[config.mk]
export PLATFORM = sky130hd
export DESIGN_NAME = counter_sweep_ctrl
export DESIGN_NICKNAME = d
export VERILOG_FILES = /design/src/rtl/counter_sweep_ctrl.sv
export SDC_FILE = /design/constraint.sdc
export NUM_CORES = 1
export LEC_CHECK = 0
export ABC_AREA = 1
export BUFFER_PORTS_ARGS = -buffer_cell sky130_fd_sc_hd__buf_2
export CAP_MARGIN = 30
export CORE_ASPECT_RATIO = 1.5
export CORE_UTILIZATION = 54
export DETAILED_ROUTE_END_ITERATION = 7
export GPL_TIMING_DRIVEN = 0
export PLACE_DENSITY = 0.78
export SYNTH_ARGS = -nofsm -noshare
export SYNTH_HDL_FRONTEND = slang
export SYNTH_SLANG_ARGS = --single-unit
[constraint.sdc]
create_clock -name clk -period 2.47 [get_ports clk]
set_clock_uncertainty 0.05 [all_clocks]
set_input_delay 0.494 -clock clk [delete_from_list [all_inputs] [get_ports clk]]
set_output_delay 0.494 -clock clk [all_outputs]
set_load 0.01 [all_outputs]
[src/rtl/counter_sweep_ctrl.sv]
// Sweep sequencer for a 4-bit loadable up/down counter.
// The controller steers the counter's load/data/direction pins so that it
// sweeps between latched bounds, in either a sawtooth or a triangle pattern,
// for a programmable number of sweeps (0 = run until aborted).
// The counter has no enable, so "hold" is done by reloading its own value.
module counter_sweep_ctrl #(
  parameter int WIDTH = 4,
  parameter int NW    = 4
) (
  input  logic             clk,
  input  logic             reset,      // asynchronous, active low
  input  logic             start,
  input  logic             abort,
  input  logic [WIDTH-1:0] lo,
  input  logic [WIDTH-1:0] hi,
  input  logic             mode,       // 0 = sawtooth, 1 = triangle
  input  logic [NW-1:0]    n_sweeps,   // 0 = continuous
  input  logic [WIDTH-1:0] cnt_q,
  output logic             cnt_load,
  output logic [WIDTH-1:0] cnt_d,
  output logic             cnt_up,
  output logic             busy,
  output logic             done,
  output logic             err,
  output logic [NW-1:0]    sweep_cnt
);

  typedef enum logic [2:0] {
    ST_IDLE   = 3'd0,
    ST_LOAD   = 3'd1,
    ST_RUN_UP = 3'd2,
    ST_RUN_DN = 3'd3,
    ST_DONE   = 3'd4
  } state_e;

  state_e           state_q, state_d;
  logic [WIDTH-1:0] lo_q, lo_d;
  logic [WIDTH-1:0] hi_q, hi_d;
  logic             mode_q, mode_d;
  logic [NW-1:0]    n_q, n_d;
  logic [NW-1:0]    sweep_cnt_q, sweep_cnt_d;
  logic             err_q, err_d;
  logic             done_q, done_d;
  logic             busy_q, busy_d;
  logic             complete_s;
  logic [NW-1:0]    sweep_inc_s;

  assign sweep_inc_s = sweep_cnt_q + NW'(1'b1);

  // Next-state, config latching and counter pin drive.
  always_comb begin
    state_d     = state_q;
    lo_d        = lo_q;
    hi_d        = hi_q;
    mode_d      = mode_q;
    n_d         = n_q;
    sweep_cnt_d = sweep_cnt_q;
    err_d       = 1'b0;
    complete_s  = 1'b0;
    // Hold: reload the counter with its own value.
    cnt_load    = 1'b1;
    cnt_d       = cnt_q;
    cnt_up      = 1'b0;

    case (state_q)
      ST_IDLE: begin
        if (start) begin
          if (lo > hi) begin
            err_d = 1'b1;
          end else begin
            lo_d        = lo;
            hi_d        = hi;
            mode_d      = mode;
            n_d         = n_sweeps;
            sweep_cnt_d = {NW{1'b0}};
            state_d     = ST_LOAD;
          end
        end else begin
          state_d = ST_IDLE;
        end
      end

      ST_LOAD: begin
        if (abort) begin
          state_d = ST_IDLE;
        end else begin
          cnt_load = 1'b1;
          cnt_d    = lo_q;
          cnt_up   = 1'b1;
          state_d  = ST_RUN_UP;
        end
      end

      ST_RUN_UP: begin
        if (abort) begin
          state_d = ST_IDLE;
        end else if (cnt_q == hi_q) begin
          if (mode_q && (lo_q != hi_q)) begin
            // Triangle turns around at the upper bound.
            cnt_load = 1'b0;
            cnt_up   = 1'b0;
            state_d  = ST_RUN_DN;
          end else begin
            // Sawtooth (or degenerate triangle) wraps back to the lower bound.
            complete_s = 1'b1;
            cnt_load   = 1'b1;
            cnt_d      = lo_q;
            cnt_up     = 1'b1;
          end
        end else begin
          // Anything other than the bound (including out-of-range values)
          // keeps counting up; modulo arithmetic brings it back.
          cnt_load = 1'b0;
          cnt_up   = 1'b1;
        end
      end

      ST_RUN_DN: begin
        if (abort) begin
          state_d = ST_IDLE;
        end else if (cnt_q == lo_q) begin
          complete_s = 1'b1;
          cnt_load   = 1'b0;
          cnt_up     = 1'b1;
          state_d    = ST_RUN_UP;
        end else begin
          cnt_load = 1'b0;
          cnt_up   = 1'b0;
        end
      end

      ST_DONE: begin
        state_d = ST_IDLE;
      end

      default: begin
        state_d = ST_IDLE;
      end
    endcase

    // A finished sweep bumps the counter; the last one freezes the counter.
    if (complete_s) begin
      sweep_cnt_d = sweep_inc_s;
      if ((n_q != {NW{1'b0}}) && (sweep_inc_s == n_q)) begin
        cnt_load = 1'b1;
        cnt_d    = cnt_q;
        cnt_up   = 1'b0;
        state_d  = ST_DONE;
      end else begin
        sweep_cnt_d = sweep_inc_s;
      end
    end else begin
      sweep_cnt_d = sweep_cnt_d;
    end

    done_d = (state_d == ST_DONE);
    busy_d = (state_d == ST_LOAD) || (state_d == ST_RUN_UP) || (state_d == ST_RUN_DN);
  end

  // State, latched configuration and registered status outputs.
  always_ff @(posedge clk or negedge reset) begin
    if (!reset) begin
      state_q     <= ST_IDLE;
      lo_q        <= {WIDTH{1'b0}};
      hi_q        <= {WIDTH{1'b0}};
      mode_q      <= 1'b0;
      n_q         <= {NW{1'b0}};
      sweep_cnt_q <= {NW{1'b0}};
      err_q       <= 1'b0;
      done_q      <= 1'b0;
      busy_q      <= 1'b0;
    end else begin
      state_q     <= state_d;
      lo_q        <= lo_d;
      hi_q        <= hi_d;
      mode_q      <= mode_d;
      n_q         <= n_d;
      sweep_cnt_q <= sweep_cnt_d;
      err_q       <= err_d;
      done_q      <= done_d;
      busy_q      <= busy_d;
    end
  end

  assign busy      = busy_q;
  assign done      = done_q;
  assign err       = err_q;
  assign sweep_cnt = sweep_cnt_q;

endmodule

==> metrics.md, run 1 <==
| Metric | Value |
|---|---|
| Fmax | `between 300 and 400 MHz` |
| CTS H-Tree Depth | `1` |
| WL/cell | `~11 um` |
| Critical Setup Path Class | `reg2out` |
| Fin. Hold Viols | `0` |
| Vias | `between 1500 and 2000` |
| GRT overflow | `0` |
| Fin. max-slew vios | `0` |
| Post-route ant nets | `0` |
| Data required, critical path | `1.93 ns` |
| Origin of the critical flop-to-flop path | `sweep_cnt[0]` |
| Drt via density | `4.95` |
| DP HPWL | `2570 um` |
| Non-filler instance count after layout | `307` |
| Share of layout cells above drive strength 1 | `0.306` |
| Status | `complete, but fails checks` |
| Layout net count | `295` |
| I/O Pins | `34` |
| Worst Hold Class | `in2async` |
| Clock sinks | `23` |
| Crit Path Max Fanout | `3` |
| Mapped cell area | `1620 um^2` |
| Met2 wire length | `1870 um` |
| Core area | `between 2000 and 3000 um^2` |
| Synth top area share | `0.354` |
| Placed insts | `just under 300` |
| Die width | `46.8 um` |
| Clock insertion delay at the later pin of the skew report | `0.26 ns` |
| Highest routing layer actually used | `met4` |
| Critical Path AT | `2.00 ns` |
| Area growth syn-to-layout | `25.5%` |
| Post-Layout Inst Area | `2040 um^2` |
| Final period utilization | `1.03` |
| Cells after synthesis | `223` |
| RD Place Congestion | `0.845` |
| Number of CTS-inserted buffers | `3` |
| Area after DPL | `1840 um^2` |
| Global-route wire length before repair | `5470 um` |
| Die area | `3240 um^2` |
| Row count | `24` |
| Clk buf depth | `2` |
| Worst Tran Pin Value | `0.498 ns` |
| # Max-Cap Violations | `0` |
| Die Y-Extent | `69.2 um` |
| Worst R2R Setup Slack | `between 0.6 and 0.7 ns` |
| #FFs+latches synth | `23` |
| Vias in the first global route | `1351` |
| Largest net degree at the start of global routing | `24` |
| Residual DRC | `0` |
| Setup crit start kind | `flip-flop` |
| Mapped Nets | `249` |
| # setup viols final | `6` |
| RSZ-0062 raised after global routing | `true` |
| Root buf cell | `clkbuf_8` |
| Tot Pwr | `1580 uW` |
| Source of the critical timing path | `sweep_cnt[0]` |
| Reg-to-reg critical path endpoint | `busy` |
| Most common cell after layout, fill and taps aside | `nand2_1` |
| Final Core Density | `0.707` |
| Count of cell types in the netlist | `29` |
| Worst reg2reg path depth | `9` |
| Buffers added on ports | `33` |
| ANT cells | `0` |
| Tot GR Track Use | `0.224` |
| First DRT Iteration DRCs | `39` |
| Area contributors post-synth | `dfrtp_1 (35%), nand2_1 (12%), inv_1 (7.6%)` |
| Peak supply drop | `525 uV` |
| Failing checks | `negative setup slack` |
| CTS clk-pin slew, worst paths | `0.08 ns` |
| Setup TNS Final | `-0.335 ns` |
| 1st-pass router iterations | `4` |
| Initial antenna violation count | `0` |
| Initial core utilization | `0.563` |
| Slew headroom | `0.667` |
| PwrDens | `slightly below 800 nW/um^2` |
| Post-detailed-routing wire length | `between 3000 and 4000 um` |
| CTS tree | `done` |
| Met3 routed WL | `86 um` |
| Leading cell types in the layout, fill and taps excluded | `nand2_1 (51), buf_2 (35), inv_1 (33)` |
| Final WS setup | `-0.0782 ns` |
| Yosys warnings | `0` |
| Met1 WL | `1380 um` |
| Mean cell area of the mapped netlist | `around 7.3 um^2` |
| CP Capture Type | `primary output` |
| Post-synthesis sequential area ratio | `0.354` |
| Biggest area consumer among synthesized cells | `dfrtp_1` |
| Leak | `0.00110 uW` |
| Post-route minimum period | `2.55 ns` |
[timing repair]
action | 4_1_cts | 5_1_grt
setup endpoints to repair | 6 | 6
buffers inserted | 3 | 4
cloned | 0 | 1
endpoints found under the hold margin | 0 | 0
hold buffers | 0 | 0
pin swaps | 1 | 6
resized for setup | 6 | 12
[layer usage]
metal | global-route usage | vias up
li1 | - | 789
met1 | 0.275 | 698
met2 | 0.377 | 30
met3 | 0.0288 | 4
met4 | 0.0889 | 0
met5 | 0 | -
[synth_stat cells (all sizes together)]
library cell and number:
o21ai 8, inv 37, a21oi 16, o31ai 1, xnor2 6, mux2 4, buf 3, nor3 3
o22ai 1, or2 1, dfrtp 23, a21boi 1, xor2 6, nor2 34, nand2 59, nand3 10
nor4 1, nand4 4, ha 5
[worst max-delay path by stage]
stage	cells past startpoint	slack, ns	endpoint
4_1_cts	11	-0.04	cnt_d[0]
6_report	11	-0.08	cnt_d[3]
3_3_place_gp	11	-0.23	cnt_up
5_1_grt	11	-0.20	cnt_d[3]
2_1_floorplan	10	0.21	cnt_d[0]
3_5_place_dp	11	-0.25	cnt_up
[critical path, cell delays in order, from the launching register on]
cell and delay (ns):
dfrtp_2 0.44, ha_4 0.26, xor2_2 0.14, nor2_1 0.08
nand3_1 0.11, a21oi_4 0.18, nand2_4 0.10, buf_4 0.14
nand2_1 0.06, nor2_1 0.05, nor2_1 0.07, buf_2 0.13
[per-stage QoR]
stage	setup WS (ns)	hold slack (ns)
6_report	-0.0782	0.131
5_1_grt	-0.204	0.167
4_1_cts	-0.0384	0.149
3_5_place_dp	-0.245	0.434
3_3_place_gp	-0.232	0.434
2_1_floorplan	0.208	0.148
[power by group]
part	leakage (uW)	switching [uW]	internal (uW)
sequential	0.000283	124	489
clock	0.0000255	118	113
combinational	0.000792	421	314
[cells by family after synthesis]
logic type / synth area share
AND/OR/NAND/NOR: 0.320
buffers and inverters: 0.0986
AO/OA/AOI/OAI: 0.0963
flip-flops: 0.354
XOR/XNOR: 0.0647
adder cells (fa/ha/maj): 0.0385
multiplexers: 0.0277
[registers in the layout (all words and copies together) (netlist names)]
signal,cells
mode_q,1
sweep_cnt,4
hi_q,4
lo_q,4
done,1
state_q,3
n_q,4
busy,1
err,1
[layout make-up]
type | count | area (um^2)
well taps | 39 | 48.8
plain buffers | 3 | 25.0
multi-input cells | 160 | 955
clock buffers | 3 | 41.3
fillers | 267 | 845
repair buffers | 41 | 246
inverters | 37 | 139
clock inverters | 1 | 5.00
flip-flops and latches | 23 | 578
No activity file was read; power rests on OpenSTA's default activity.
==> run 2: changes to the inputs <==
--- a/config.mk
+++ b/config.mk
@@ -9,10 +9,10 @@
 export BUFFER_PORTS_ARGS = -buffer_cell sky130_fd_sc_hd__buf_2
 export CAP_MARGIN = 30
 export CORE_ASPECT_RATIO = 1.5
-export CORE_UTILIZATION = 54
+export CORE_UTILIZATION = 58
 export DETAILED_ROUTE_END_ITERATION = 7
 export GPL_TIMING_DRIVEN = 0
-export PLACE_DENSITY = 0.78
+export PLACE_DENSITY = 0.83
 export SYNTH_ARGS = -nofsm -noshare
 export SYNTH_HDL_FRONTEND = slang
 export SYNTH_SLANG_ARGS = --single-unit
==> constraint.sdc (replaced) <==
create_clock -name clk -period 3.18 [get_ports clk]
set_clock_uncertainty 0.05 [all_clocks]
set_input_delay 0.636 -clock clk [delete_from_list [all_inputs] [get_ports clk]]
set_output_delay 0.636 -clock clk [all_outputs]
set_load 0.01 [all_outputs]
==> run 2 against run 1 <==
Against the previous run:
- the flow now finishes without violations
- utilization down 0.39 points
- largest cell class unchanged
- design area decreased by 7.7%
- global-route usage shrank 0.52 points
- routed wire length fell by 12%
- highest routed layer unchanged
- count of clock-buffer cells in the layout unchanged
- non-clock buffer count down 8
- flip-flop and latch count is the same
- register-to-register slack improved by 0.75 ns
- largest power group unchanged
- sequential power down 23%
==> metrics.md, run 2 (synthesis gave the netlist of run 1 again) <==
| Metric | Value |
|---|---|
| Initial core utilization | `0.607` |
| Source of the critical timing path | `hi[3]` |
| Row count | `23` |
| Most common cell after layout, fill and taps aside | `nand2_1` |
| WP buf/inv | `5` |
| Data required, critical path | `approximately 2.5 ns` |
| Origin of the critical flop-to-flop path | `sweep_cnt[0]` |
| Die width | `45.2 um` |
| Setup TNS Final | `0 ns` |
| Initial antenna violation count | `0` |
| Slew headroom | `0.661` |
| Leak | `around 0.0011 uW` |
| Clk buf depth | `2` |
| Worst R2R Setup Slack | `roughly 1.4 ns` |
| WL/cell | `10.1 um` |
| CP max stage delay | `0.43 ns` |
| Worst Hold Class | `in2async` |
| Fin. max-slew vios | `0` |
| Critical Setup Path Class | `in2out` |
| Vias | `1430` |
| Post-route minimum period | `3.04 ns` |
| Reg-to-reg critical path endpoint | `busy` |
| Crit path to | `cnt_up` |
| Slowest stage cell, crit path | `o21ai_0` |
| Crit path max-delay family | `simple AND/OR/NAND/NOR gates` |
| Fin. Hold Viols | `0` |
| CTS H-Tree Depth | `1` |
| CP Cell Sequence | `buf_2, inv_1, ha_1, nand2_1, o21ai_0, nand2_1, nand3_1, inv_1, nand2_1, inv_1, buf_2` |
| Resized Gates After CTS | `0` |
| Drt via density | `4.81` |
| I/O Pins | `34` |
| 1st-pass router iterations | `4` |
| PwrDens | `613 nW/um^2` |
| Area after DPL | `1840 um^2` |
| Leading cell types in the layout, fill and taps excluded | `nand2_1 (52), buf_2 (35), inv_1 (33)` |
| Clock sinks | `23` |
| Vias in the first global route | `roughly 1200` |
| Buffers added on ports | `33` |
| Worst Tran Pin Value | `slightly above 0.5 ns` |
| Tot GR Track Use | `0.219` |
| # setup viols final | `0` |
| Layout net count | `287` |
| Clock insertion delay at the later pin of the skew report | `0.26 ns` |
| Residual DRC | `0` |
| CTS clk-pin slew, worst paths | `0.08 ns` |
| Largest net degree at the start of global routing | `24` |
| CP Capture Type | `primary output` |
| Critical Path AT | `approximately 2.4 ns` |
| RSZ-0062 raised after global routing | `false` |
| Die Y-Extent | `66.8 um` |
| Area growth syn-to-layout | `15.9%` |
| Final period utilization | `0.956` |
| Fill cell total of the finished layout | `250` |
| Peak supply drop | `roughly 390 uV` |
| Post-detailed-routing wire length | `approximately 3000 um` |
| Post-Layout Inst Area | `between 1500 and 2000 um^2` |
| # Max-Cap Violations | `0` |
| Setup crit start kind | `primary input` |
| Status | `finished, final reports clean` |
| Fin Hold WS | `between 0.2 and 0.3 ns` |
| Core area | `2680 um^2` |
| Fmax | `329 MHz` |
| First DRT Iteration DRCs | `33` |
| Hold buffer count at cts | `0` |
| Worst path depth | `11` |
| Share of layout cells above drive strength 1 | `0.242` |
| Global-route wire length before repair | `4810 um` |
| Worst reg2reg path depth | `7` |
| Postcts setup bufs | `0` |
| RD Place Congestion | `0.837` |
| Root buf cell | `clkbuf_8` |
| DP HPWL | `between 2000 and 2500 um` |
| Die area | `3020 um^2` |
| Number of CTS-inserted buffers | `3` |
| Crit Path Max Fanout | `8` |
| GRT overflow | `0` |
| Post-route ant nets | `0` |
| ANT cells | `0` |
| CTS tree | `done` |
## run 2: cell types whose count changed in the layout (fill, tap and decap cells not counted), sizes merged
cell | previous run | this run
clkbuf | 4 | 3
buf | 43 | 36
## run 2: layout make-up
| cell class | count | area [um^2] | area share |
|---|---|---|---|
| Tap cell | 37 | 46.3 | 0.0246 |
| Clock buffer | 3 | 41.3 | 0.0219 |
| Multi-Input combinational cell | 160 | 888 | 0.472 |
| Sequential cell | 23 | 576 | 0.306 |
| Clock inverter | 1 | 5.00 | 0.00266 |
| Buffer | 3 | 21.3 | 0.0113 |
| Timing Repair Buffer | 33 | 165 | 0.0878 |
| Inverter | 37 | 139 | 0.0738 |
## run 2: where the power goes
part / internal, uW / total [uW] / switching (uW)
Clock: 87.4 / 176 / 88.7
Sequential: 379 / 473 / 94.3
Combinational: 211 / 503 / 292
Total: 678 / 1150 / 475
## run 2: stage by stage
step	utilization	cells	power (uW)	setup slack, ns
floorplan	-	223	856	0.764
global placement	0.686	293	971	0.193
detailed placement	0.686	293	985	0.170
CTS	0.703	297	1160	0.152
global route	0.703	297	1250	0.0329
finish	0.703	297	1150	0.140
## run 2: worst min-delay path by stage
stage | slack (ns) | cells past startpoint | to
after floorplan | 0.29 | 0 | busy
after global placement | 0.45 | 1 | err
after detailed placement | 0.45 | 1 | err
after CTS | 0.29 | 1 | busy
after global routing | 0.31 | 1 | sweep_cnt[2]
final | 0.28 | 1 | done
## run 2: per-layer routing
layer	routed length, um	part of all wire	track usage	vias to the layer above
met2	1560	0.52	0.380	26
met4	51	0.017	0.0909	0
li1	-	-	-	771
met3	69	0.023	0.0325	5
met5	0	0	0	-
met1	1300	0.44	0.259	628
